<file path="src/rtl/asrv32_decode_stage_if.sv">
// Fetch-to-decode input handshake and decoded-output bus of the RV32 decode stage.
interface asrv32_decode_stage_if #(
    parameter int unsigned PC_WIDTH = 32
);
    logic [31:0]         i_inst;
    logic [PC_WIDTH-1:0] i_pc;
    logic                i_valid;
    logic                o_ready;
    logic                i_ready;
    logic                i_flush;
    logic                o_valid;
    logic [PC_WIDTH-1:0] o_pc;
    logic [4:0]          o_rs1_addr;
    logic [4:0]          o_rs2_addr;
    logic [4:0]          o_rd_addr;
    logic [31:0]         o_imm;
    logic [2:0]          o_funct3;
    logic [10:0]         o_opcode;
    logic [13:0]         o_alu_op;
    logic                o_rd_we;
    logic                o_illegal;

    modport slave (
        input  i_inst, i_pc, i_valid, i_ready, i_flush,
        output o_ready, o_valid, o_pc, o_rs1_addr, o_rs2_addr, o_rd_addr,
               o_imm, o_funct3, o_opcode, o_alu_op, o_rd_we, o_illegal
    );

    modport master (
        output i_inst, i_pc, i_valid, i_ready, i_flush,
        input  o_ready, o_valid, o_pc, o_rs1_addr, o_rs2_addr, o_rd_addr,
               o_imm, o_funct3, o_opcode, o_alu_op, o_rd_we, o_illegal
    );
endinterface

</file>
<file path="src/rtl/asrv32_decode_stage.sv">
// RV32I/E decode stage: combinational decode of the incoming word into a
// single elastic output register with valid/ready handshake and flush.
module asrv32_decode_stage #(
    parameter bit          RV32E    = 1'b0,
    parameter int unsigned PC_WIDTH = 32
) (
    input  logic                  i_clk,
    input  logic                  i_rst,
    asrv32_decode_stage_if.slave  dec
);
    localparam int unsigned REG_W = 5;
    localparam int unsigned F3_W  = 3;
    localparam int unsigned IMM_W = 32;
    localparam int unsigned OPC_W = 11;
    localparam int unsigned ALU_W = 14;

    localparam logic [6:0] OPC_RTYPE  = 7'b0110011;
    localparam logic [6:0] OPC_ITYPE  = 7'b0010011;
    localparam logic [6:0] OPC_LOAD   = 7'b0000011;
    localparam logic [6:0] OPC_STORE  = 7'b0100011;
    localparam logic [6:0] OPC_BRANCH = 7'b1100011;
    localparam logic [6:0] OPC_JAL    = 7'b1101111;
    localparam logic [6:0] OPC_JALR   = 7'b1100111;
    localparam logic [6:0] OPC_LUI    = 7'b0110111;
    localparam logic [6:0] OPC_AUIPC  = 7'b0010111;
    localparam logic [6:0] OPC_SYSTEM = 7'b1110011;
    localparam logic [6:0] OPC_FENCE  = 7'b0001111;

    localparam int unsigned OP_RTYPE  = 0;
    localparam int unsigned OP_ITYPE  = 1;
    localparam int unsigned OP_LOAD   = 2;
    localparam int unsigned OP_STORE  = 3;
    localparam int unsigned OP_BRANCH = 4;
    localparam int unsigned OP_JAL    = 5;
    localparam int unsigned OP_JALR   = 6;
    localparam int unsigned OP_LUI    = 7;
    localparam int unsigned OP_AUIPC  = 8;
    localparam int unsigned OP_SYSTEM = 9;
    localparam int unsigned OP_FENCE  = 10;

    localparam int unsigned ALU_ADD  = 0;
    localparam int unsigned ALU_SUB  = 1;
    localparam int unsigned ALU_SLT  = 2;
    localparam int unsigned ALU_SLTU = 3;
    localparam int unsigned ALU_XOR  = 4;
    localparam int unsigned ALU_OR   = 5;
    localparam int unsigned ALU_AND  = 6;
    localparam int unsigned ALU_SLL  = 7;
    localparam int unsigned ALU_SRL  = 8;
    localparam int unsigned ALU_SRA  = 9;
    localparam int unsigned ALU_EQ   = 10;
    localparam int unsigned ALU_NEQ  = 11;
    localparam int unsigned ALU_GE   = 12;
    localparam int unsigned ALU_GEU  = 13;

    typedef struct packed {
        logic [PC_WIDTH-1:0] pc;
        logic [REG_W-1:0]    rs1;
        logic [REG_W-1:0]    rs2;
        logic [REG_W-1:0]    rd;
        logic [IMM_W-1:0]    imm;
        logic [F3_W-1:0]     funct3;
        logic [OPC_W-1:0]    opcode;
        logic [ALU_W-1:0]    alu_op;
        logic                rd_we;
        logic                illegal;
    } dec_t;

    // Register-register / register-immediate ALU selection by funct3.
    function automatic logic [ALU_W-1:0] arith_alu(input logic [F3_W-1:0] f3,
                                                   input logic alt_sub,
                                                   input logic alt_sra);
        logic [ALU_W-1:0] oh;
        oh = '0;
        case (f3)
            3'b000:  oh[alt_sub ? ALU_SUB : ALU_ADD] = 1'b1;
            3'b001:  oh[ALU_SLL]  = 1'b1;
            3'b010:  oh[ALU_SLT]  = 1'b1;
            3'b011:  oh[ALU_SLTU] = 1'b1;
            3'b100:  oh[ALU_XOR]  = 1'b1;
            3'b101:  oh[alt_sra ? ALU_SRA : ALU_SRL] = 1'b1;
            3'b110:  oh[ALU_OR]   = 1'b1;
            default: oh[ALU_AND]  = 1'b1;
        endcase
        return oh;
    endfunction

    logic [31:0]      inst_c;
    logic [F3_W-1:0]  f3_c;
    logic [6:0]       f7_c;
    logic [IMM_W-1:0] imm_i_c, imm_s_c, imm_b_c, imm_j_c, imm_u_c;
    logic [IMM_W-1:0] imm_c;
    logic [OPC_W-1:0] opc_c;
    logic [ALU_W-1:0] alu_c;
    logic             illegal_c;
    logic             use_rs1_c, use_rs2_c, use_rd_c;
    logic             rd_we_c;
    dec_t             dec_c;

    assign inst_c  = dec.i_inst;
    assign f3_c    = inst_c[14:12];
    assign f7_c    = inst_c[31:25];
    assign imm_i_c = {{20{inst_c[31]}}, inst_c[31:20]};
    assign imm_s_c = {{20{inst_c[31]}}, inst_c[31:25], inst_c[11:7]};
    assign imm_b_c = {{19{inst_c[31]}}, inst_c[31], inst_c[7], inst_c[30:25], inst_c[11:8], 1'b0};
    assign imm_j_c = {{11{inst_c[31]}}, inst_c[31], inst_c[19:12], inst_c[20], inst_c[30:21], 1'b0};
    assign imm_u_c = {inst_c[31:12], 12'b0};

    // Opcode class, immediate format, ALU op and legality of the incoming word.
    always_comb begin
        opc_c     = '0;
        alu_c     = '0;
        imm_c     = '0;
        illegal_c = 1'b0;
        use_rs1_c = 1'b0;
        use_rs2_c = 1'b0;
        use_rd_c  = 1'b0;
        case (inst_c[6:0])
            OPC_RTYPE: begin
                opc_c[OP_RTYPE] = 1'b1;
                use_rs1_c = 1'b1; use_rs2_c = 1'b1; use_rd_c = 1'b1;
                alu_c = arith_alu(f3_c, inst_c[30], inst_c[30]);
                if (!((f7_c == 7'b0000000) ||
                      ((f7_c == 7'b0100000) && ((f3_c == 3'b000) || (f3_c == 3'b101)))))
                    illegal_c = 1'b1;
            end
            OPC_ITYPE: begin
                opc_c[OP_ITYPE] = 1'b1;
                use_rs1_c = 1'b1; use_rd_c = 1'b1;
                imm_c = imm_i_c;
                alu_c = arith_alu(f3_c, 1'b0, inst_c[30]);
                if (((f3_c == 3'b001) && (f7_c != 7'b0000000)) ||
                    ((f3_c == 3'b101) && (f7_c != 7'b0000000) && (f7_c != 7'b0100000)))
                    illegal_c = 1'b1;
            end
            OPC_LOAD: begin
                opc_c[OP_LOAD] = 1'b1;
                use_rs1_c = 1'b1; use_rd_c = 1'b1;
                imm_c = imm_i_c;
                alu_c[ALU_ADD] = 1'b1;
                if ((f3_c == 3'b011) || (f3_c == 3'b110) || (f3_c == 3'b111))
                    illegal_c = 1'b1;
            end
            OPC_STORE: begin
                opc_c[OP_STORE] = 1'b1;
                use_rs1_c = 1'b1; use_rs2_c = 1'b1;
                imm_c = imm_s_c;
                alu_c[ALU_ADD] = 1'b1;
                if (f3_c >= 3'b011)
                    illegal_c = 1'b1;
            end
            OPC_BRANCH: begin
                opc_c[OP_BRANCH] = 1'b1;
                use_rs1_c = 1'b1; use_rs2_c = 1'b1;
                imm_c = imm_b_c;
                case (f3_c)
                    3'b000:  alu_c[ALU_EQ]   = 1'b1;
                    3'b001:  alu_c[ALU_NEQ]  = 1'b1;
                    3'b100:  alu_c[ALU_SLT]  = 1'b1;
                    3'b101:  alu_c[ALU_GE]   = 1'b1;
                    3'b110:  alu_c[ALU_SLTU] = 1'b1;
                    3'b111:  alu_c[ALU_GEU]  = 1'b1;
                    default: illegal_c = 1'b1;
                endcase
            end
            OPC_JAL: begin
                opc_c[OP_JAL] = 1'b1;
                use_rd_c = 1'b1;
                imm_c = imm_j_c;
                alu_c[ALU_ADD] = 1'b1;
            end
            OPC_JALR: begin
                opc_c[OP_JALR] = 1'b1;
                use_rs1_c = 1'b1; use_rd_c = 1'b1;
                imm_c = imm_i_c;
                alu_c[ALU_ADD] = 1'b1;
                if (f3_c != 3'b000)
                    illegal_c = 1'b1;
            end
            OPC_LUI: begin
                opc_c[OP_LUI] = 1'b1;
                use_rd_c = 1'b1;
                imm_c = imm_u_c;
                alu_c[ALU_ADD] = 1'b1;
            end
            OPC_AUIPC: begin
                opc_c[OP_AUIPC] = 1'b1;
                use_rd_c = 1'b1;
                imm_c = imm_u_c;
                alu_c[ALU_ADD] = 1'b1;
            end
            OPC_SYSTEM: begin
                opc_c[OP_SYSTEM] = 1'b1;
                alu_c[ALU_ADD] = 1'b1;
            end
            OPC_FENCE: begin
                opc_c[OP_FENCE] = 1'b1;
                alu_c[ALU_ADD] = 1'b1;
            end
            default: illegal_c = 1'b1;
        endcase

        // RV32E only has x0..x15; bit 4 of any register field in use is illegal.
        if (RV32E && ((use_rs1_c && inst_c[19]) || (use_rs2_c && inst_c[24]) ||
                      (use_rd_c && inst_c[11])))
            illegal_c = 1'b1;

        if (illegal_c) begin
            opc_c = '0;
            alu_c = '0;
        end
    end

    assign rd_we_c = !illegal_c && use_rd_c && (inst_c[11:7] != 5'd0);

    always_comb begin
        dec_c         = '0;
        dec_c.pc      = dec.i_pc;
        dec_c.rs1     = inst_c[19:15];
        dec_c.rs2     = inst_c[24:20];
        dec_c.rd      = inst_c[11:7];
        dec_c.imm     = imm_c;
        dec_c.funct3  = f3_c;
        dec_c.opcode  = opc_c;
        dec_c.alu_op  = alu_c;
        dec_c.rd_we   = rd_we_c;
        dec_c.illegal = illegal_c;
    end

    // Output register: flush beats load, load beats drain, otherwise hold.
    logic valid_q, valid_d;
    dec_t pay_q, pay_d;
    logic ready_c, load_c;

    assign ready_c = !valid_q || dec.i_ready;
    assign load_c  = dec.i_valid && ready_c && !dec.i_flush;

    always_comb begin
        valid_d = valid_q;
        pay_d   = pay_q;
        if (dec.i_flush) begin
            valid_d = 1'b0;
        end else if (load_c) begin
            valid_d = 1'b1;
            pay_d   = dec_c;
        end else if (dec.i_ready) begin
            valid_d = 1'b0;
        end
    end

    always_ff @(posedge i_clk) begin
        if (i_rst) begin
            valid_q <= 1'b0;
            pay_q   <= '0;
        end else begin
            valid_q <= valid_d;
            pay_q   <= pay_d;
        end
    end

    assign dec.o_ready    = ready_c;
    assign dec.o_valid    = valid_q;
    assign dec.o_pc       = pay_q.pc;
    assign dec.o_rs1_addr = pay_q.rs1;
    assign dec.o_rs2_addr = pay_q.rs2;
    assign dec.o_rd_addr  = pay_q.rd;
    assign dec.o_imm      = pay_q.imm;
    assign dec.o_funct3   = pay_q.funct3;
    assign dec.o_opcode   = pay_q.opcode;
    assign dec.o_alu_op   = pay_q.alu_op;
    assign dec.o_rd_we    = pay_q.rd_we;
    assign dec.o_illegal  = pay_q.illegal;
endmodule
</file>
<file path="src/flat_wrapper.sv">
// flat-port wrapper written by rule: the top's interface ports become plain ports
module asrv32_decode_stage_flat 
#(
    parameter bit          RV32E    = 1'b0,
    parameter int unsigned PC_WIDTH = 32
)
  (i_clk, i_rst, dec_i_inst, dec_i_pc, dec_i_valid, dec_i_ready, dec_i_flush, dec_o_ready, dec_o_valid, dec_o_pc, dec_o_rs1_addr, dec_o_rs2_addr, dec_o_rd_addr, dec_o_imm, dec_o_funct3, dec_o_opcode, dec_o_alu_op, dec_o_rd_we, dec_o_illegal);
  asrv32_decode_stage_if #(.PC_WIDTH(PC_WIDTH)) dec_i ();
  input  logic i_clk;
  input  logic i_rst;
  input wire logic [$bits(dec_i.i_inst)-1:0] dec_i_inst;
  input wire logic [$bits(dec_i.i_pc)-1:0] dec_i_pc;
  input wire logic [$bits(dec_i.i_valid)-1:0] dec_i_valid;
  input wire logic [$bits(dec_i.i_ready)-1:0] dec_i_ready;
  input wire logic [$bits(dec_i.i_flush)-1:0] dec_i_flush;
  output wire logic [$bits(dec_i.o_ready)-1:0] dec_o_ready;
  output wire logic [$bits(dec_i.o_valid)-1:0] dec_o_valid;
  output wire logic [$bits(dec_i.o_pc)-1:0] dec_o_pc;
  output wire logic [$bits(dec_i.o_rs1_addr)-1:0] dec_o_rs1_addr;
  output wire logic [$bits(dec_i.o_rs2_addr)-1:0] dec_o_rs2_addr;
  output wire logic [$bits(dec_i.o_rd_addr)-1:0] dec_o_rd_addr;
  output wire logic [$bits(dec_i.o_imm)-1:0] dec_o_imm;
  output wire logic [$bits(dec_i.o_funct3)-1:0] dec_o_funct3;
  output wire logic [$bits(dec_i.o_opcode)-1:0] dec_o_opcode;
  output wire logic [$bits(dec_i.o_alu_op)-1:0] dec_o_alu_op;
  output wire logic [$bits(dec_i.o_rd_we)-1:0] dec_o_rd_we;
  output wire logic [$bits(dec_i.o_illegal)-1:0] dec_o_illegal;
  assign dec_i.i_inst = dec_i_inst;
  assign dec_i.i_pc = dec_i_pc;
  assign dec_i.i_valid = dec_i_valid;
  assign dec_i.i_ready = dec_i_ready;
  assign dec_i.i_flush = dec_i_flush;
  assign dec_o_ready = dec_i.o_ready;
  assign dec_o_valid = dec_i.o_valid;
  assign dec_o_pc = dec_i.o_pc;
  assign dec_o_rs1_addr = dec_i.o_rs1_addr;
  assign dec_o_rs2_addr = dec_i.o_rs2_addr;
  assign dec_o_rd_addr = dec_i.o_rd_addr;
  assign dec_o_imm = dec_i.o_imm;
  assign dec_o_funct3 = dec_i.o_funct3;
  assign dec_o_opcode = dec_i.o_opcode;
  assign dec_o_alu_op = dec_i.o_alu_op;
  assign dec_o_rd_we = dec_i.o_rd_we;
  assign dec_o_illegal = dec_i.o_illegal;
  asrv32_decode_stage #(.RV32E(RV32E), .PC_WIDTH(PC_WIDTH)) u_core (.i_clk(i_clk), .i_rst(i_rst), .dec(dec_i));
endmodule
</file>
<file path="config.mk">
export PLATFORM = sky130hd
export DESIGN_NAME = asrv32_decode_stage_flat
export DESIGN_NICKNAME = d
export VERILOG_FILES = /design/src/rtl/asrv32_decode_stage_if.sv /design/src/rtl/asrv32_decode_stage.sv /design/src/flat_wrapper.sv
export SDC_FILE = /design/constraint.sdc
export NUM_CORES = 1
export LEC_CHECK = 0
export BUFFER_PORTS_ARGS = -buffer_cell sky130_fd_sc_hd__buf_2
export CAP_MARGIN = 20
export CELL_PAD_IN_SITES_DETAIL_PLACEMENT = 1
export CELL_PAD_IN_SITES_GLOBAL_PLACEMENT = 1
export CORE_MARGIN = 3
export CORE_UTILIZATION = 37
export CTS_CLUSTER_DIAMETER = 30
export DETAILED_ROUTE_END_ITERATION = 6
export PLACE_DENSITY_LB_ADDON = 0.15
export SLEW_MARGIN = 5
export SYNTH_ARGS = -nofsm -noshare
export SYNTH_HDL_FRONTEND = slang
export SYNTH_SLANG_ARGS = --single-unit
</file>
<file path="constraint.sdc">
create_clock -name i_clk -period 2.8 [get_ports i_clk]
set_input_delay 0.28 -clock i_clk [delete_from_list [all_inputs] [get_ports i_clk]]
set_output_delay 0.28 -clock i_clk [all_outputs]
set_load 0.02 [all_outputs]
</file>
==> flow_summary.ini <==
[status]
status = finished, final reports clean

[grt]
track_usage_pct = 22.4
grtUsageMet1_pct = 28.0
grt_pass1_wl_microns = 23800
grt_max_degree = 69
use_met2_pct = 35.4
grt-ovfl-total = 0
met3_usage_pct = 8.19
antenna_found_initial = 0
busiest_layer = met2
grt_pass1_vias = 4477

[cells_and_area]
fillCellCount = 1449
area.sequential_sq_um = 2200
drive_gt1_share_pct = 32.7
areaGrowthSynthToFinish_pct = 27.8
final_nets = 764
layout_commonest_cell = buf_2
layout_common_cells = buf_2, nand2_1, dfxtp_1, a21oi_1, nor2_1
fin_area_sq_um = 5760
diodes = 0
multiInputGateArea_sq_um = 2090

[critical_path]
critPathRequiredTime_ns = 3.09
start_kind = flip-flop
crit_type = flip-flop to flip-flop
reg2reg_slack_ns = 0.70
slowest_stage = nor4_4
critical-path-top-delay-family = simple AND/OR/NAND/NOR gates
cp_slowest_stage_delay_ns = 0.52
r2r_cells = 7
r2r-end = u_core.dec.o_imm[17]
crit_path_end_kind = flip-flop
reg2reg_from = u_core.dec.o_valid
startpoint = u_core.dec.o_valid
path_max_fanout = 14
path_cells = nor2b_4 -> inv_2 -> nand3b_1 -> buf_4 -> a2111o_1 -> nor4_4 -> a221o_1
worstPathArrival_ns = 2.39
cp_num_buf_inv = 2

[cts]
h-tree-depth = 3
post-cts-setup-buffers = 0
root_buffer = clkbuf_16
cts_inserted_buffers = 9
postCtsHoldBufs = 0
cts_resized = 0
cts.sinks = 110
clk_pin_slew_ns = 0.07
clkLatencyLatePin_ns = 0.35
cts_tree = built
cts_buffer_depth = 2

[synth]
ys_warn_count = 0
yosysUniqueCellTypes = 59
syn_avg_cell_area_sq_um = 8.37
seq_area_frac_synth_pct = 48.9
synth_nets = 607
synthFlopType = dfxtp_1
synth_area_sq_um = 4500
syn_inst = 538
async_flop_share_pct = 0
ys_ff_latch = 110
synth_edf_count = 0

[floorplanning]
core-area_sq_um = 11700
num_io_pins = 180
dieWidth_microns = 116
rows = 39
die_y_microns = 116
die_area_sq_um = 13500
start_util_pct = 38.6

[placed_design]
placed_area_sq_um = 5470
gp_congestion = 0.881
io_buffers = 179
hpwlAfterDp_microns = 11100

[routing]
dr.pass1.iters = 5
routed_via_density = 5.47
vias = 4607
drc_errors = 0
detail-route-antenna-nets = 0
wire_per_inst_microns = 18.0
initialDrtViolationCount = 357
routed_wl_microns = 15200

[sta]
max_freq_mhz = 476
worst_pin_slew_ns = 0.781
hold_viol_final = 0
slew_viol_final = 0
finalClockSkew_ns = 0.00419
fin_crit_ns = 2.10
fin_crit_sh_pct = 75.0
max_slew_margin_pct = 47.9
rsz0062_at_grt = false
fin_tns_setup_ns = 0
finalSetupViolations = 0

[min_path]
whs_path_depth = 2
min-delay-start = dec_i_flush
holdPathEnd = u_core.dec.o_valid
hold_path.class = input port to flip-flop

[power_and_ir_drop]
vdd_drop_max_mv = 0.462
powerDensity_nw_per_um2 = 559
p_leak_nw = 2.48

[job]
max_cap_violations = 0
cell families after synthesis:
group / after synthesis / synth area share, %
flip-flops: 110 / 48.9
buffers and inverters: 51 / 4.81
multiplexers: 1 / 0.222
AO/OA/AOI/OAI: 157 / 23.0
AND/OR/NAND/NOR: 219 / 23.1
Yosys cell counts (3+ instances only):
library cell | number | share of area, %
dfxtp_1 | 110 | 49
nand4_1 | 9 | 1.2
o21ai_0 | 18 | 2.0
a21oi_1 | 63 | 7.0
nor2_1 | 30 | 2.5
nand2b_1 | 3 | 0.42
nor2b_1 | 4 | 0.56
clkbuf_1 | 26 | 2.2
o21ai_1 | 5 | 0.56
o22ai_1 | 3 | 0.42
and2_1 | 3 | 0.42
buf_1 | 5 | 0.42
buf_2 | 10 | 1.1
a22oi_1 | 24 | 4.0
nor3_1 | 6 | 0.67
nand3b_1 | 3 | 0.50
o31ai_1 | 3 | 0.50
inv_1 | 4 | 0.33
a211oi_1 | 4 | 0.67
a21oi_2 | 10 | 1.9
nor4_1 | 4 | 0.56
and3_1 | 4 | 0.56
nand3_1 | 6 | 0.67
or3_1 | 4 | 0.56
a221o_1 | 8 | 1.8
nand2_1 | 126 | 10
a32o_1 | 3 | 0.67
nand4b_1 | 3 | 0.58
sequential cells by signal, summed over array words and instances, names as in the netlist:
signal                 cells
u_core.dec.o_imm          32
u_core.dec.o_pc           32
u_core.dec.o_alu_op       14
u_core.dec.o_opcode       11
u_core.dec.o_rd_addr       5
u_core.dec.o_rs1_addr      5
u_core.dec.o_rs2_addr      5
u_core.dec.o_funct3        3
u_core.dec.o_illegal       1
u_core.dec.o_rd_we         1
u_core.dec.o_valid         1
final cells by class:
| cell class | count | area share (%) |
|---|---|---|
| clock buffer | 12 | 4.28 |
| inverter | 7 | 0.456 |
| sequential | 110 | 38.2 |
| clock inverter | 4 | 0.522 |
| multi-input combinational | 377 | 36.4 |
| tap | 143 | 3.11 |
| timing repair buffer | 190 | 17.0 |
power breakdown:
group	switching, mW	internal (mW)	leakage [nW]
Combinational	0.261	0.123	1.45
Sequential	0.0196	1.60	0.893
Clock	0.577	0.634	0.134
stage by stage:
stage	instances	setup WS (ns)	power, mW	hold slack [ns]	utilization [%]
global route	843	0.554	3.38	0.132	49.4
finish	843	0.700	3.22	0.136	49.4
CTS	842	0.533	3.26	0.121	49.3
detailed placement	826	0.516	2.05	0.445	46.9
global placement	826	0.584	2.03	0.433	46.9
floorplan	538	0.919	1.88	0.359	-
worst max-delay path by stage:
stage	end	slack (ns)	cells past startpoint
finish	u_core.dec.o_imm[17]	0.70	7
global route	u_core.dec.o_imm[17]	0.55	7
CTS	u_core.dec.o_imm[23]	0.53	7
detailed placement	u_core.dec.o_alu_op[1]	0.52	6
global placement	u_core.dec.o_imm[19]	0.58	6
floorplan	u_core.dec.o_imm[12]	0.92	7
per-layer routing:
layer,share of wire [%],up-vias
li1,-,2206
met5,0,-
met1,42,2206
met2,48,170
met3,8.1,25
met4,2.0,0
worst register-to-register path, stage by stage (launching register included):
cell and delay (ns):
dfxtp_1 0.32, nor2b_4 0.14, inv_2 0.05, nand3b_1 0.09
buf_4 0.21, a2111o_1 0.46, nor4_4 0.52, a221o_1 0.24
No activity file was read; power rests on OpenSTA's default activity.
